<file path="config.mk">
export PLATFORM = sky130hd
export DESIGN_NAME = traffic_lights_cmd_sched_flat
export DESIGN_NICKNAME = d
export VERILOG_FILES = /design/src/rtl/traffic_lights_cmd_sched_if.sv /design/src/rtl/traffic_lights_cmd_sched.sv /design/src/flat_wrapper.sv
export SDC_FILE = /design/constraint.sdc
export NUM_CORES = 1
export LEC_CHECK = 0
export ABC_AREA = 1
export CAP_MARGIN = 20
export CORE_MARGIN = 2
export CORE_UTILIZATION = 51
export CTS_BUF_LIST = sky130_fd_sc_hd__clkbuf_4 sky130_fd_sc_hd__clkbuf_8 sky130_fd_sc_hd__clkbuf_16
export DETAILED_ROUTE_END_ITERATION = 12
export HOLD_SLACK_MARGIN = 0.03
export PLACE_DENSITY = 0.87
export SLEW_MARGIN = 20
export SYNTH_ARGS = -nofsm -noshare
export SYNTH_HDL_FRONTEND = slang
export SYNTH_SLANG_ARGS = --single-unit
</file>
<file path="constraint.sdc">
create_clock -name clk_i -period 7.4 [get_ports clk_i]
set_input_delay 1.11 -clock clk_i [delete_from_list [all_inputs] [get_ports clk_i]]
set_output_delay 1.11 -clock clk_i [all_outputs]
set_load 0.02 [all_outputs]
</file>
<file path="src/rtl/traffic_lights_cmd_sched_if.sv">
// Request/command bundle between requesters, the command scheduler and the traffic_lights cmd bus.
interface traffic_lights_cmd_sched_if #(
    parameter int DATA_W = 16
);
    logic [1:0]             req_valid;
    logic [1:0]             req_ready;
    logic [1:0][1:0]        req_op;
    logic [1:0][DATA_W-1:0] req_red;
    logic [1:0][DATA_W-1:0] req_yellow;
    logic [1:0][DATA_W-1:0] req_green;
    logic [2:0]             cmd_type;
    logic [DATA_W-1:0]      cmd_data;
    logic                   cmd_valid;

    modport master (
        output req_valid, req_op, req_red, req_yellow, req_green,
        input  req_ready, cmd_type, cmd_data, cmd_valid
    );

    modport slave (
        input  req_valid, req_op, req_red, req_yellow, req_green,
        output req_ready, cmd_type, cmd_data, cmd_valid
    );
endinterface

</file>
<file path="src/rtl/traffic_lights_cmd_sched.sv">
// Two-requester round-robin scheduler that expands a configuration request into
// a paced sequence of single-cycle traffic_lights commands.
module traffic_lights_cmd_sched #(
    parameter int CMD_GAP = 1,
    parameter int DATA_W  = 16
) (
    input  logic                      clk_i,
    input  logic                      arst_i,
    traffic_lights_cmd_sched_if.slave bus,
    output logic                      busy_o,
    output logic                      grant_o,
    output logic                      done_o,
    output logic                      err_o
);
    localparam int               GAP_W    = (CMD_GAP > 0) ? $clog2(CMD_GAP + 1) : 1;
    localparam logic [GAP_W-1:0] GAP_LOAD = (CMD_GAP > 0) ? GAP_W'(CMD_GAP - 1) : '0;

    localparam logic [1:0] OP_PROGRAM = 2'd0;
    localparam logic [1:0] OP_OFF     = 2'd1;
    localparam logic [1:0] OP_SERVICE = 2'd2;

    localparam logic [2:0] CMD_ON      = 3'd0;
    localparam logic [2:0] CMD_OFF     = 3'd1;
    localparam logic [2:0] CMD_SERVICE = 3'd2;
    localparam logic [2:0] CMD_GREEN   = 3'd3;
    localparam logic [2:0] CMD_RED     = 3'd4;
    localparam logic [2:0] CMD_YELLOW  = 3'd5;

    typedef enum logic [2:0] {
        S_IDLE, S_SVC, S_RED, S_YEL, S_GRN, S_ON, S_OFF, S_GAP
    } state_t;

    state_t            state;
    state_t            resume;
    state_t            target;
    logic [GAP_W-1:0]  gap_cnt;
    logic [1:0]        op_q;
    logic [DATA_W-1:0] red_q;
    logic [DATA_W-1:0] yel_q;
    logic [DATA_W-1:0] grn_q;
    logic              last_grant;
    logic              pick;
    logic              accept;
    logic [1:0]        ready;
    logic [1:0]        in_op;
    logic              cmd_valid_q;
    logic [2:0]        cmd_type_q;
    logic [DATA_W-1:0] cmd_data_q;

    // Which command follows 'cur'; zero time fields are skipped outright.
    function automatic state_t next_step(input state_t cur, input logic [1:0] op,
                                         input logic red_nz, input logic yel_nz,
                                         input logic grn_nz);
        state_t nxt;
        nxt = S_IDLE;
        case (cur)
            S_IDLE: begin
                if (op == OP_PROGRAM || op == OP_SERVICE) nxt = S_SVC;
                else if (op == OP_OFF)                    nxt = S_OFF;
            end
            S_SVC: begin
                if (op == OP_PROGRAM)
                    nxt = red_nz ? S_RED : (yel_nz ? S_YEL : (grn_nz ? S_GRN : S_ON));
            end
            S_RED:   nxt = yel_nz ? S_YEL : (grn_nz ? S_GRN : S_ON);
            S_YEL:   nxt = grn_nz ? S_GRN : S_ON;
            S_GRN:   nxt = S_ON;
            default: nxt = S_IDLE;
        endcase
        return nxt;
    endfunction

    function automatic logic [2:0] cmd_type_of(input state_t s);
        logic [2:0] t;
        case (s)
            S_SVC:   t = CMD_SERVICE;
            S_RED:   t = CMD_RED;
            S_YEL:   t = CMD_YELLOW;
            S_GRN:   t = CMD_GREEN;
            S_OFF:   t = CMD_OFF;
            default: t = CMD_ON;
        endcase
        return t;
    endfunction

    function automatic logic [DATA_W-1:0] cmd_data_of(input state_t s,
                                                      input logic [DATA_W-1:0] r,
                                                      input logic [DATA_W-1:0] y,
                                                      input logic [DATA_W-1:0] g);
        logic [DATA_W-1:0] d;
        case (s)
            S_RED:   d = r;
            S_YEL:   d = y;
            S_GRN:   d = g;
            default: d = '0;
        endcase
        return d;
    endfunction

    // Arbitration plus the next command to issue. From IDLE the first command
    // never carries a time, so the latched fields are safe to use everywhere.
    always_comb begin
        pick  = (&bus.req_valid) ? ~last_grant : bus.req_valid[1];
        ready = 2'b00;
        if (state == S_IDLE && (|bus.req_valid) && !arst_i)
            ready[pick] = 1'b1;
        accept = |(ready & bus.req_valid);
        in_op  = bus.req_op[pick];
        if (state == S_IDLE)
            target = next_step(S_IDLE, in_op, 1'b0, 1'b0, 1'b0);
        else if (state == S_GAP)
            target = resume;
        else
            target = next_step(state, op_q, |red_q, |yel_q, |grn_q);
    end

    always_ff @(posedge clk_i or posedge arst_i) begin
        if (arst_i) begin
            state       <= S_IDLE;
            resume      <= S_IDLE;
            gap_cnt     <= '0;
            op_q        <= '0;
            red_q       <= '0;
            yel_q       <= '0;
            grn_q       <= '0;
            last_grant  <= 1'b1;
            grant_o     <= 1'b0;
            done_o      <= 1'b0;
            err_o       <= 1'b0;
            cmd_valid_q <= 1'b0;
            cmd_type_q  <= '0;
            cmd_data_q  <= '0;
        end else begin
            done_o      <= 1'b0;
            err_o       <= 1'b0;
            cmd_valid_q <= 1'b0;
            cmd_type_q  <= '0;
            cmd_data_q  <= '0;
            case (state)
                S_IDLE: begin
                    if (accept) begin
                        op_q       <= in_op;
                        red_q      <= bus.req_red[pick];
                        yel_q      <= bus.req_yellow[pick];
                        grn_q      <= bus.req_green[pick];
                        grant_o    <= pick;
                        last_grant <= pick;
                        if (target == S_IDLE) begin
                            done_o <= 1'b1;
                            err_o  <= 1'b1;
                        end else begin
                            state       <= target;
                            cmd_valid_q <= 1'b1;
                            cmd_type_q  <= cmd_type_of(target);
                            cmd_data_q  <= cmd_data_of(target, red_q, yel_q, grn_q);
                        end
                    end
                end
                S_GAP: begin
                    if (gap_cnt != '0) begin
                        gap_cnt <= gap_cnt - 1'b1;
                    end else if (target == S_IDLE) begin
                        state  <= S_IDLE;
                        done_o <= 1'b1;
                    end else begin
                        state       <= target;
                        cmd_valid_q <= 1'b1;
                        cmd_type_q  <= cmd_type_of(target);
                        cmd_data_q  <= cmd_data_of(target, red_q, yel_q, grn_q);
                    end
                end
                default: begin
                    // A command was just presented: pace it, or chain straight on when there is no gap.
                    if (CMD_GAP > 0) begin
                        state   <= S_GAP;
                        resume  <= target;
                        gap_cnt <= GAP_LOAD;
                    end else if (target == S_IDLE) begin
                        state  <= S_IDLE;
                        done_o <= 1'b1;
                    end else begin
                        state       <= target;
                        cmd_valid_q <= 1'b1;
                        cmd_type_q  <= cmd_type_of(target);
                        cmd_data_q  <= cmd_data_of(target, red_q, yel_q, grn_q);
                    end
                end
            endcase
        end
    end

    assign bus.req_ready = ready;
    assign bus.cmd_valid = cmd_valid_q;
    assign bus.cmd_type  = cmd_type_q;
    assign bus.cmd_data  = cmd_data_q;
    assign busy_o        = (state != S_IDLE);
endmodule

</file>
<file path="src/flat_wrapper.sv">
// flat-port wrapper written by rule: the top's interface ports become plain ports
module traffic_lights_cmd_sched_flat 
#(
    parameter int CMD_GAP = 1,
    parameter int DATA_W  = 16
)
  (clk_i, arst_i, busy_o, grant_o, done_o, err_o, bus_req_valid, bus_req_op, bus_req_red, bus_req_yellow, bus_req_green, bus_req_ready, bus_cmd_type, bus_cmd_data, bus_cmd_valid);
  traffic_lights_cmd_sched_if #(.DATA_W(DATA_W)) bus_i ();
  input  logic clk_i;
  input  logic arst_i;
  output logic busy_o;
  output logic grant_o;
  output logic done_o;
  output logic err_o;
  input wire logic [$bits(bus_i.req_valid)-1:0] bus_req_valid;
  input wire logic [$bits(bus_i.req_op)-1:0] bus_req_op;
  input wire logic [$bits(bus_i.req_red)-1:0] bus_req_red;
  input wire logic [$bits(bus_i.req_yellow)-1:0] bus_req_yellow;
  input wire logic [$bits(bus_i.req_green)-1:0] bus_req_green;
  output wire logic [$bits(bus_i.req_ready)-1:0] bus_req_ready;
  output wire logic [$bits(bus_i.cmd_type)-1:0] bus_cmd_type;
  output wire logic [$bits(bus_i.cmd_data)-1:0] bus_cmd_data;
  output wire logic [$bits(bus_i.cmd_valid)-1:0] bus_cmd_valid;
  assign bus_i.req_valid = bus_req_valid;
  assign bus_i.req_op = bus_req_op;
  assign bus_i.req_red = bus_req_red;
  assign bus_i.req_yellow = bus_req_yellow;
  assign bus_i.req_green = bus_req_green;
  assign bus_req_ready = bus_i.req_ready;
  assign bus_cmd_type = bus_i.cmd_type;
  assign bus_cmd_data = bus_i.cmd_data;
  assign bus_cmd_valid = bus_i.cmd_valid;
  traffic_lights_cmd_sched #(.CMD_GAP(CMD_GAP), .DATA_W(DATA_W)) u_core (.clk_i(clk_i), .arst_i(arst_i), .bus(bus_i), .busy_o(busy_o), .grant_o(grant_o), .done_o(done_o), .err_o(err_o));
endmodule
</file>
Word-level counts from Yosys, hierarchy flattened:

Cells that the tools add are included.
W data, S select, Z words.

* word-level logic and storage cells: 100
* flip-flop bits (word level): 81
* output and inout bits: 26

* $lt $le $gt $ge: 2
* bitwise gates (word level): 2
* $add $sub $neg: 1
* multiplexer cells: 47
* reduce and logical (&&, ||, !) cells: 19
* eq/ne operators: 15

Operator list (number)
* $mux W16: 9
* $pmux W16 S3: 1
* $reduce_or A16 Y1: 3
* $mux W3: 14
* $pmux W16 S2: 1
* $pmux W3 S5: 1
* $eq A3 B2 Y1 const B: 4
* $eq A3 B3 Y1 const B: 4
* $pmux W3 S2: 2
* $pmux W3 S4: 1
* $mux W1: 11
* $eq A3 B1 Y1 const B: 2
* $logic_not A3 Y1: 2
* $mux W2: 3
* $pmux W1 S2: 3
* $reduce_or A2 Y1: 3
* $logic_not A2 Y1: 2
* $ne A2 B2 Y1 const B: 2
* $reduce_and A2 Y1: 2
* $logic_and A1 B1 Y1: 3
* $reduce_and A3 Y1: 1
* $reduce_bool A3 Y1: 1
* $and A2 B2 Y2: 1
* $eq A2 B1 Y1 const B: 1
* other kinds (9): 9

Depth between registers and ports, before layout:

* depth after elaboration: 13
* gate-level depth with buffers: 16
* depth with buffers taken out: 14

Worst setup path before layout:

Ideal clock, no wire load.

* kind: input port to output port
* from: in arst_i
* to: out bus_req_ready[1]
* required time: 6.290 ns
* stages: 7
* data arrival time: 3.903 ns
* setup slack: 2.387 ns
* buffers on the path: 2
* cells stage by stage: inv_1 > o21ai_0 > nor2_1 > inv_1 > nor2_1 > buf_2 > buf_4

* longest elaborated chain between the ends: 3

RTL lines
* start: declaration: RTL line flat_wrapper.sv:10 `input logic arst_i;`
* $logic_not A1 Y1: RTL line traffic_lights_cmd_sched.sv:105 `if (state == S_IDLE && (|bus.req_valid) && !arst_i)`
* $logic_and A1 B1 Y1: RTL line traffic_lights_cmd_sched.sv:105
* $mux W2: RTL line traffic_lights_cmd_sched.sv:105
* end: declaration: RTL line flat_wrapper.sv:20 `output wire logic [$bits(bus_i.req_ready)-1:0] bus_req_ready;`

No other way between the ends.

Final worst setup path:

* from: in bus_req_valid[1]
* to: out bus_req_ready[1]

* longest elaborated chain between the ends: 7

RTL lines
* start: declaration: RTL line flat_wrapper.sv:15 `input wire logic [$bits(bus_i.req_valid)-1:0] bus_req_valid;`
* $reduce_and A2 Y1: RTL line traffic_lights_cmd_sched.sv:103 `pick = (&bus.req_valid) ? ~last_grant : bus.req_valid[1];`
* $mux W1: RTL line traffic_lights_cmd_sched.sv:103
* $lt A1 B2 Y1 (implied by the code) / $ge A1 B1 Y1 (equally long branches): RTL line traffic_lights_cmd_sched.sv:106 `ready[pick] = 1'b1;`
* $logic_and A1 B1 Y1 (implied by the code): RTL line traffic_lights_cmd_sched.sv:106
* $mux W1 (implied by the code): RTL line traffic_lights_cmd_sched.sv:106
* $demux W1 S1
* $mux W2 *: RTL line traffic_lights_cmd_sched.sv:105

Every way passes the cells marked *; elsewhere a longest branch is shown, timed or not.

==> results.yml <==
clocking:
  post-cts-setup-buffers: 0
  tritoncts: "built"
  cts-buffers-inserted: 9
  cts_hold_buf: 0
  path_clk_slew_ps: 90
  ctsRootBufferMaster: "clkbuf_8"
  postCtsResizedCells: 0
  clk_latency_ps: 360
  clockBufferDepth: 2
  htree_levels: 3
  cts_sinks: 80
die:
  die_w_um: 94.1
  row_count: 32
  io_pins: 130
  start_util_pct: 53.0
  die_h_um: 94.1
  die-area_mm2: 0.00886
  core_area_mm2: 0.00781
synthesis:
  synth_top_area_share_pct: 47.7
  netlist_instances: 534
  synthArstFlopShare_pct: 100
  synth_area_leaders: "dfrtp_1, nand2_1, nor2_1"
  syn_area_mm2: 0.00414
  synth-edff-count: 0
  synth_warnings: 0
  avgSynthCellArea_um2: 7.76
  synth_flop_cell: "dfrtp_1"
  ys_ff_latch: 80
  ys_seq_area_share_pct: 48.4
  post_synth_num_cell_types: 32
  synth_fp_nets: 638
  synth_area_leader_cell: "dfrtp_1"
critical_path:
  cp.required_ps: 6290
  crit_fanout: 49
  rrSetupSlack_ps: 4270
  crit_arrival_ps: 4440
  endpoint_kind: "output pin"
  startpoint_type: "primary input"
  path_class: "in -> out"
finish:
  fin_util_pct: 73.2
  fill_cells: 583
  register_area_mm2: 0.00200
  nNetsFinal: 757
  antenna_cells: 0
  area_growth_pct: 38.0
  layout_common_cells: "nand2_1, clkdlybuf4s50_1, nor2_1, dfrtp_1, nand3_1"
  multi_input_area_mm2: 0.00183
  final_common_cell: "nand2_1"
  drive_above_1_share_pct: 8.05
grt:
  grt_antenna_before_repair: 0
  overflow: 0
  grt_pass1_wl_um: 17800
  grtUsageTotal_pct: 25.8
  grt_pass1_vias: 3861
  grt_max_degree: 81
min_path:
  hold_class: "reg -> reg"
timing:
  rsz0062_at_grt: "no"
  fin_skew_ps: 14.4
  hold_viol: 0
  fmaxAchievable_mhz: 180
  worst_pin_slew_ps: 1070
  slew_headroom_pct: 28.3
  setup_viol: 0
  slew_viol_final: 0
  finalCriticalPeriod_ps: 5550
  period_share_pct: 74.9
  fin_setup_tns_ps: 0
pwr:
  p_leak_nw: 2.56
  vdd_drop_max_mv: 0.190
  p_per_area_mw_per_mm2: 365
detailed_routing:
  drc: 0
  postRouteAntennaNets: 0
  wl_um: 10900
  routedWlPerCell_um: 14.3
  vias: 3940
  viasPerCell: 5.18
  first_pass_iters: 5
  drtIter0Drc: 249
flow_run:
  max_cap_viol_count: 0
placed_design:
  dp_hpwl_um: 7910
  portBuffers: 129
  routabilityCongestion: 0.916
outcome:
  status: "finished clean"
final timing paths:
kind | start | to | depth (start not counted)
worst max-delay path | bus_req_valid[1] | bus_req_ready[1] | 7
worst min-delay path | u_core.op_q[1] | u_core.op_q[1] | 2
worst max register to register | u_core.state[1] | u_core.grn_q[6] | 8
worst min register to register | u_core.op_q[1] | u_core.op_q[1] | 2
max in group asynchronous | arst_i | u_core.red_q[9] | 4
min in group asynchronous | arst_i | u_core.op_q[0] | 3
metal layers:
layer / share of wire (%) / vias up / global-route usage [%]
li1: - / 1938 / -
met4: 1.7 / 0 / 8.70
met1: 45 / 1827 / 35.1
met5: 0 / - / 0
met2: 47 / 159 / 42.1
met3: 6.1 / 16 / 4.41
layout make-up:
type	instances	share of cell area, %
Timing Repair Buffer	133	23.6
Inverter	42	2.78
Multi-Input combinational cell	387	32.1
Clock buffer	10	2.30
Sequential cell	80	35.0
Clock inverter	6	2.01
Tap cell	102	2.23
state kept, by name (all words and copies together), names as in the netlist, 2 cells and up:
name                 cells
u_core.resume            3
u_core.bus.cmd_data     16
u_core.yel_q            16
u_core.state             3
u_core.grn_q            16
u_core.bus.cmd_type      3
u_core.red_q            16
u_core.op_q              2
power by group:
group	internal, mW	switching [mW]	total, mW
clock network	0.230	0.165	0.395
registers	0.628	0.133	0.761
logic	0.357	0.575	0.932
total	1.22	0.873	2.09
per-stage QoR:
stage	hold WS (ps)	cells	worst slack, ps	total power [mW]	instance area (µm²)
floorplan	446	534	2390	1.45	4140
global placement	461	742	1950	1.66	5430
detailed placement	467	742	1860	1.68	5430
CTS	489	758	1840	2.08	5680
global route	543	760	1620	2.24	5720
finish	489	760	1850	2.09	5720
cells by family (layout without fill, tap and decap cells):
| group | count (synthesis) | count (layout) | share of synthesized area, % |
|---|---|---|---|
| xor+xnor | 1 | 1 | 0.212 |
| flops | 80 | 80 | 48.4 |
| compound gates | 46 | 46 | 7.98 |
| simple gates | 340 | 340 | 35.7 |
| buf+inv | 67 | 191 | 7.76 |
cell usage after synthesis (2+ instances only):
cell,count
nor3_1,17
buf_2,8
o21ai_1,2
nand3_1,52
o211ai_1,24
nor2_1,84
nor2_4,2
or2_0,2
nor2_2,2
a22oi_1,8
nand2_2,7
nand2_4,5
buf_4,2
dfrtp_1,79
a21oi_1,6
inv_1,36
nand3_2,3
nand2_1,164
o21ai_0,2
clkbuf_1,7
buf_6,7
inv_2,5
worst max-delay path, stage by stage:
cell             delay, ps
clkdlybuf4s50_1        500
o21ai_0                110
nor2_2                  80
buf_4                  340
inv_1                  510
nor2_4                 990
clkdlybuf4s50_1        770
Note: power is estimated with default switching activity, not from simulation.
